### config.mk
export PLATFORM = sky130hd
export DESIGN_NAME = regfile_wb
export DESIGN_NICKNAME = d
export VERILOG_FILES = /design/src/rtl/regfile_wb_pkg.sv /design/src/rtl/regfile_pend_cnt.sv /design/src/rtl/regfile_wb.sv
export SDC_FILE = /design/constraint.sdc
export NUM_CORES = 2
export LEC_CHECK = 0
export CAP_MARGIN = 20
export CORE_MARGIN = 2
export CORE_UTILIZATION = 39
export DETAILED_ROUTE_END_ITERATION = 7
export GPL_TIMING_DRIVEN = 1
export PLACE_DENSITY = 0.5
export SKIP_LAST_GASP = 1
export SLEW_MARGIN = 15
export SYNTH_ARGS = -nofsm -noshare
export SYNTH_HDL_FRONTEND = slang
export SYNTH_SLANG_ARGS = --single-unit
### constraint.sdc
create_clock -name clk -period 49.5 [get_ports clk]
set_clock_uncertainty 0.15 [all_clocks]
set_input_delay 9.9 -clock clk [delete_from_list [all_inputs] [get_ports clk]]
set_output_delay 9.9 -clock clk [all_outputs]
set_load 0.05 [all_outputs]
### src/rtl/regfile_wb_pkg.sv
// -----------------------------------------------------------------------------
// regfile_wb_pkg
//   Shared sizing constants and small helpers for the write-back register file.
//   Provides register count, address/data widths, the pending-counter width,
//   and the canonical zero word / "no register" address.
// -----------------------------------------------------------------------------
package regfile_wb_pkg;

    localparam int REG_NUM = 32;  // architectural registers, x0 hardwired zero
    localparam int ADDR_W  = 5;   // register address width
    localparam int DATA_W  = 32;  // register data width
    localparam int CNT_W   = 2;   // in-flight writes per register: EX, MEM, WB

    localparam logic [DATA_W-1:0] ZERO_WORD    = '0;
    localparam logic [ADDR_W-1:0] NOP_REG_ADDR = '0;

    // True for any register that can actually hold a value (everything but x0).
    function automatic logic is_real_reg(input logic [ADDR_W-1:0] addr);
        return addr != NOP_REG_ADDR;
    endfunction

endpackage

### src/rtl/regfile_pend_cnt.sv
// -----------------------------------------------------------------------------
// regfile_pend_cnt
//   One saturating up/down counter tracking how many writes to a single
//   register are in flight between ID->EX issue and write-back commit.
//
// Ports
//   clk       in   clock, rising edge
//   rst       in   asynchronous reset, active-high; clears the count
//   inc       in   an issue targets this register (already qualified)
//   dec       in   a commit targets this register (already qualified)
//   cnt       out  current count (registered)
//   overflow  out  combinational: an issue arrived while the count is full
// -----------------------------------------------------------------------------
module regfile_pend_cnt #(
    parameter int CNT_W = 2
) (
    input  logic             clk,
    input  logic             rst,
    input  logic             inc,
    input  logic             dec,
    output logic [CNT_W-1:0] cnt,
    output logic             overflow
);

    localparam logic [CNT_W-1:0] CNT_MAX = '1;

    logic [CNT_W-1:0] cnt_reg;
    logic [CNT_W-1:0] cnt_next;

    // Simultaneous inc and dec cancel. Increment saturates at the maximum and
    // flags overflow; decrement at zero simply holds (a commit of a write that
    // was issued before a reset lands here).
    always_comb begin
        cnt_next = cnt_reg;
        overflow = 1'b0;
        if (inc && !dec) begin
            if (cnt_reg == CNT_MAX) begin
                overflow = 1'b1;
            end else begin
                cnt_next = cnt_reg + 1'b1;
            end
        end else if (dec && !inc) begin
            if (cnt_reg != '0) begin
                cnt_next = cnt_reg - 1'b1;
            end
        end
    end

    always_ff @(posedge clk or posedge rst) begin
        if (rst) begin
            cnt_reg <= '0;
        end else begin
            cnt_reg <= cnt_next;
        end
    end

    assign cnt = cnt_reg;

endmodule

### src/rtl/regfile_wb.sv
// -----------------------------------------------------------------------------
// regfile_wb
//   Write-back end of the pipeline: integer register file written from the
//   MEM/WB interface, two combinational ID read ports with same-cycle WB bypass,
//   and a per-register pending-write scoreboard used by ID to request stalls.
//
// Ports
//   clk, rst                     clock / asynchronous active-high reset
//   rdy                          global ready; low freezes all state
//   wb_stall                     WB held this cycle; its write is not committed
//   wb_wd, wb_wreg, wb_wdata     write-back destination, enable, data
//   issue_valid, issue_wd,
//   issue_wreg                   instruction leaving ID into EX this cycle
//   regN_read, regN_addr         read port N enable / address (N = 1, 2)
//   regN_data                    read port N data (combinational, bypassed)
//   regN_pending                 read port N source has uncommitted writes
//   cnt_overflow                 sticky: issue hit a full pending counter
// -----------------------------------------------------------------------------
module regfile_wb
    import regfile_wb_pkg::*;
#(
    parameter int P_REG_NUM = REG_NUM,
    parameter int P_ADDR_W  = ADDR_W,
    parameter int P_DATA_W  = DATA_W,
    parameter int P_CNT_W   = CNT_W
) (
    input  logic                clk,
    input  logic                rst,
    input  logic                rdy,
    input  logic                wb_stall,
    input  logic [P_ADDR_W-1:0] wb_wd,
    input  logic                wb_wreg,
    input  logic [P_DATA_W-1:0] wb_wdata,
    input  logic                issue_valid,
    input  logic [P_ADDR_W-1:0] issue_wd,
    input  logic                issue_wreg,
    input  logic                reg1_read,
    input  logic [P_ADDR_W-1:0] reg1_addr,
    output logic [P_DATA_W-1:0] reg1_data,
    output logic                reg1_pending,
    input  logic                reg2_read,
    input  logic [P_ADDR_W-1:0] reg2_addr,
    output logic [P_DATA_W-1:0] reg2_data,
    output logic                reg2_pending,
    output logic                cnt_overflow
);

    logic                commit;
    logic                issue;
    logic [P_DATA_W-1:0] regs_reg [P_REG_NUM];
    logic [P_CNT_W-1:0]  cnt_arr  [P_REG_NUM];
    logic [P_REG_NUM-1:0] ovf_vec;
    logic                cnt_overflow_reg;

    // Both qualifiers fold in rdy; wb_stall only gates the commit side.
    assign commit = rdy & ~wb_stall & wb_wreg & is_real_reg(wb_wd);
    assign issue  = rdy & issue_valid & issue_wreg & is_real_reg(issue_wd);

    // Storage. The asynchronous clear of every entry rules out a block RAM,
    // which the combinational read ports would not allow anyway.
    always_ff @(posedge clk or posedge rst) begin
        if (rst) begin
            for (int i = 0; i < P_REG_NUM; i++) begin
                regs_reg[i] <= ZERO_WORD;
            end
        end else if (commit) begin
            regs_reg[wb_wd] <= wb_wdata;
        end
    end

    // Pending-write counters. x0 never gets one: it can never be written.
    assign cnt_arr[0] = '0;
    assign ovf_vec[0] = 1'b0;

    genvar gi;
    generate
        for (gi = 1; gi < P_REG_NUM; gi++) begin : g_cnt
            regfile_pend_cnt #(
                .CNT_W(P_CNT_W)
            ) u_cnt (
                .clk      (clk),
                .rst      (rst),
                .inc      (issue  && (issue_wd == P_ADDR_W'(gi))),
                .dec      (commit && (wb_wd    == P_ADDR_W'(gi))),
                .cnt      (cnt_arr[gi]),
                .overflow (ovf_vec[gi])
            );
        end
    endgenerate

    always_ff @(posedge clk or posedge rst) begin
        if (rst) begin
            cnt_overflow_reg <= 1'b0;
        end else if (|ovf_vec) begin
            cnt_overflow_reg <= 1'b1;
        end
    end

    assign cnt_overflow = cnt_overflow_reg;

    // Read ports, index 0 = port 1, index 1 = port 2.
    logic [1:0]          rd_en;
    logic [P_ADDR_W-1:0] rd_addr [2];
    logic [P_DATA_W-1:0] rd_data [2];
    logic [1:0]          rd_pend;

    assign rd_en      = {reg2_read, reg1_read};
    assign rd_addr[0] = reg1_addr;
    assign rd_addr[1] = reg2_addr;

    generate
        for (gi = 0; gi < 2; gi++) begin : g_rd
            logic               active;
            logic               hit;
            logic [P_CNT_W-1:0] cnt_sel;

            assign active  = rd_en[gi] && is_real_reg(rd_addr[gi]);
            assign hit     = commit && (wb_wd == rd_addr[gi]);
            assign cnt_sel = cnt_arr[rd_addr[gi]];

            assign rd_data[gi] = !active ? ZERO_WORD :
                                 hit     ? wb_wdata  : regs_reg[rd_addr[gi]];

            // Outstanding writes other than the one being bypassed right now.
            // A commit against a zero count (pre-reset write) leaves nothing
            // outstanding rather than wrapping the difference.
            assign rd_pend[gi] = active && (cnt_sel != '0) &&
                                 !(hit && (cnt_sel == P_CNT_W'(1)));
        end
    endgenerate

    assign reg1_data    = rd_data[0];
    assign reg2_data    = rd_data[1];
    assign reg1_pending = rd_pend[0];
    assign reg2_pending = rd_pend[1];

endmodule

==> flow_summary_export.csv <==
group,metric,value,unit
worst_setup_path,worstSetupPathType,"in -> out",
finish,area_growth,12.7,%
synthesis,ys_types,67,
synthesis,ys_ff_latch,1087,
floorplan,ios,128,
floorplan,core,152000,µm²
placement,post-place-ws,24190,ps
synthesis,synthMuxAreaShare,35.9,%
clock_tree,cts_buffers,134,
global_route,antenna_found_initial,8,
routing,via_per_inst,6.28,
worst_setup_path,r2r_cells,5,
clock_tree,cts-root-buf,"clkbuf_16",
clock_tree,clock_latency,780,ps
floorplan,dieWidth,395,µm
synthesis,syn_area_per_cell,13.0,µm²
global_route,gr-usage-all-layers,28.1,%
synthesis,synth-compound-area-share,6.49,%
worst_setup_path,worstReg2RegEnd,"cnt_overflow",
sta,tns,0,ps
worst_setup_path,cp.required,39450,ps
synthesis,synthCells,4577,
clock_tree,cts-resized-gates,0,
sta,fmax,39.7,MHz
synthesis,synth_top_area_share,45.7,%
worst_setup_path,crit_arrival,15130,ps
hold_path,min_path_type,"reg -> reg",
placement,dp_cells,6379,
global_route,grt_max_degree,186,
worst_setup_path,crit_path_start_kind,"input pin",
routing,antenna_left,0,
power,vdd_drop_max,32.5,µV
finish,fin_cells,6616,
finish,seq_area,27200,µm²
sta,rsz0062_at_grt,"false",
status,outcome,"finished clean",
placement,dp_hpwl,118000,µm
sta,slew_violations,0,
synthesis,synth_warnings,0,
sta,fin_crit_sh,50.9,%
clock_tree,clockBufferDepth,3,
floorplan,dieHeight,395,µm
sta,period_needed,25180,ps
synthesis,synthTopCellsByArea,"dfrtp_1, mux4_2, mux2_2",
finish,largest_reg_flops,1024,
hold_path,holdPathStages,0,
floorplan,dieArea,156000,µm²
sta,finalSetupViolCount,0,
sta,slew_headroom,23.6,%
worst_setup_path,crit_path_end_kind,"output pin",
synthesis,synth-xor-area-share,0.147,%
clock_tree,cts_setup_buffers,0,
worst_setup_path,regToRegStartpoint,"g_cnt[3].u_cnt.cnt[1]",
routing,route.detailed.drc,0,
clock_tree,cts_tree,"yes",
synthesis,netlist_area,59600,µm²
worst_setup_path,worstPathMaxFanout,59,
synthesis,synthFlopType,"dfrtp_1",
clock_tree,htree_levels,4,
global_route,grt_pass1_vias,41800,
finish,post-route-util,44.3,%
finish,final_net_count,4547,
hold_path,hp-start,"regs_reg[1004]",
power,powerDensity,35.0,nW/µm²
finish,fillers,13900,
sta,hold_violations,0,
power,leakage,30.3,nW
worst_setup_path,rrSetupSlack,47630,ps
routing,routedWlPerCell,33.0,µm
synthesis,synth_top_family_by_area,"multiplexers",
synthesis,yosysTopAreaCell,"dfrtp_1",
floorplan,start_util,39.3,%
routing,vias,41500,
finish,multi_input_area,30400,µm²
floorplan,fp-row-count,143,
clock_tree,cts.sinks,1087,
synthesis,async_flop_share,100,%
finish,drive_gt1_share,32.7,%
sta,worst_pin_slew,1150,ps
global_route,grt_pass1_wl,314000,µm
synthesis,seq_area_frac_synth,45.7,%
placement,gp_congestion,0.819,
flow_run,drv_cap,0,
synthesis,syn_nets,4638,
hold_path,hold_end,"regs_reg[1004]",
routing,drtIter0Drc,4560,
sta,fin_ws,24320,ps
global_route,grt.overflow.total,0,
synthesis,synthSimpleGateAreaFrac,8.03,%
routing,wirelength,218000,µm
clock_tree,hold_buffers,0,
synthesis,synth-edff-count,0,
routing,dr.pass1.iters,5,
clock_tree,clkTransAtPathRegs,50,ps
synthesis,synth-adder-area-share,0,%
placement,portBuffers,127,
[power breakdown]
part | internal [mW] | leakage, nW | switching (mW) | total [mW]
Sequential | 0.962 | 14.8 | 0.0590 | 1.02
Combinational | 0.152 | 13.3 | 0.165 | 0.317
Clock | 0.607 | 2.23 | 0.405 | 1.01
[synth_stat cells (all sizes together) (4+ instances only)]
cell type  number
o32ai          36
and4b           6
o211ai         49
nand2b          5
o21ai          40
xnor2           7
a22o           64
inv             7
and2           16
a21o            5
nor2          107
nand3b          4
mux2i          14
o2111ai         7
nand2         773
o21a            6
mux4          544
o22ai         139
nor3           53
nand3          19
or3             9
or4b            4
a21oi          88
clkbuf        285
nand4           4
or4             5
mux2          801
o311ai          8
dfrtp        1087
or2            41
and3           11
a22oi          69
nor4            4
buf           211
a211oi          8
nor4bb          4
nor2b           9
[how the worst max path moves through the flow]
stage	cells past startpoint	to	from
after floorplan	1	cnt_overflow	rst
after global placement	10	reg1_data[10]	reg1_addr[0]
after detailed placement	10	reg1_data[11]	reg1_addr[0]
after CTS	10	reg1_data[11]	reg1_addr[0]
after global routing	10	reg1_data[10]	reg1_addr[0]
final	10	reg1_data[11]	reg1_addr[0]
[cells by family after synthesis]
kind of cell              after synthesis
buffers and inverters                 503
DFF                                  1087
xor gates and xnor gates               10
AOI/OAI and AO/OA                     530
muxes                                1359
and+or+nand+nor                      1088
[metrics by stage]
stage          cell area [µm²]  total power, mW  hold slack (ps)
2_1_floorplan            59600             1.25              291
3_3_place_gp             62600             1.34              226
3_5_place_dp             62600             1.35              233
4_1_cts                  67100             2.37              245
5_1_grt                  67100             2.44              254
6_report                 67100             2.35              242
[routing by layer]
layer,vias up,GRT usage [%],wire [µm]
li1,17000,-,-
met1,22400,39.6,93600
met2,1731,43.9,101000
met3,378,5.27,16400
met4,2,9.11,7000
met5,-,0,12
[cell type report]
type | count | area share, %
flip-flops and latches | 1087 | 40.5
clock buffers | 204 | 6.16
diodes | 2 | 0.00745
clock inverters | 30 | 0.555
repair buffers | 269 | 3.59
well taps | 2030 | 3.78
inverters | 7 | 0.0503
multi-input cells | 2987 | 45.3
[critical path, cell delays in order]
cell and delay (ps):
buf_8 570, buf_4 810, buf_4 780, buf_4 750, mux4_2 590, a22oi_1 250
nand2_1 150, o211ai_1 280, a21oi_1 160, clkdlybuf4s50_1 760
[layout by cell type, fill, tap and decap left out, types with 88 or more instances in the layout]
| master | n |
|---|---|
| clkbuf_16 | 141 |
| a21oi_1 | 88 |
| o22ai_1 | 139 |
| mux4_2 | 544 |
| buf_4 | 138 |
| dfrtp_1 | 1087 |
| mux2_1 | 335 |
| nand2_1 | 772 |
| nor2_1 | 98 |
| clkdlybuf4s50_1 | 121 |
| mux2_2 | 466 |
Note: power is estimated with default switching activity, not from simulation.
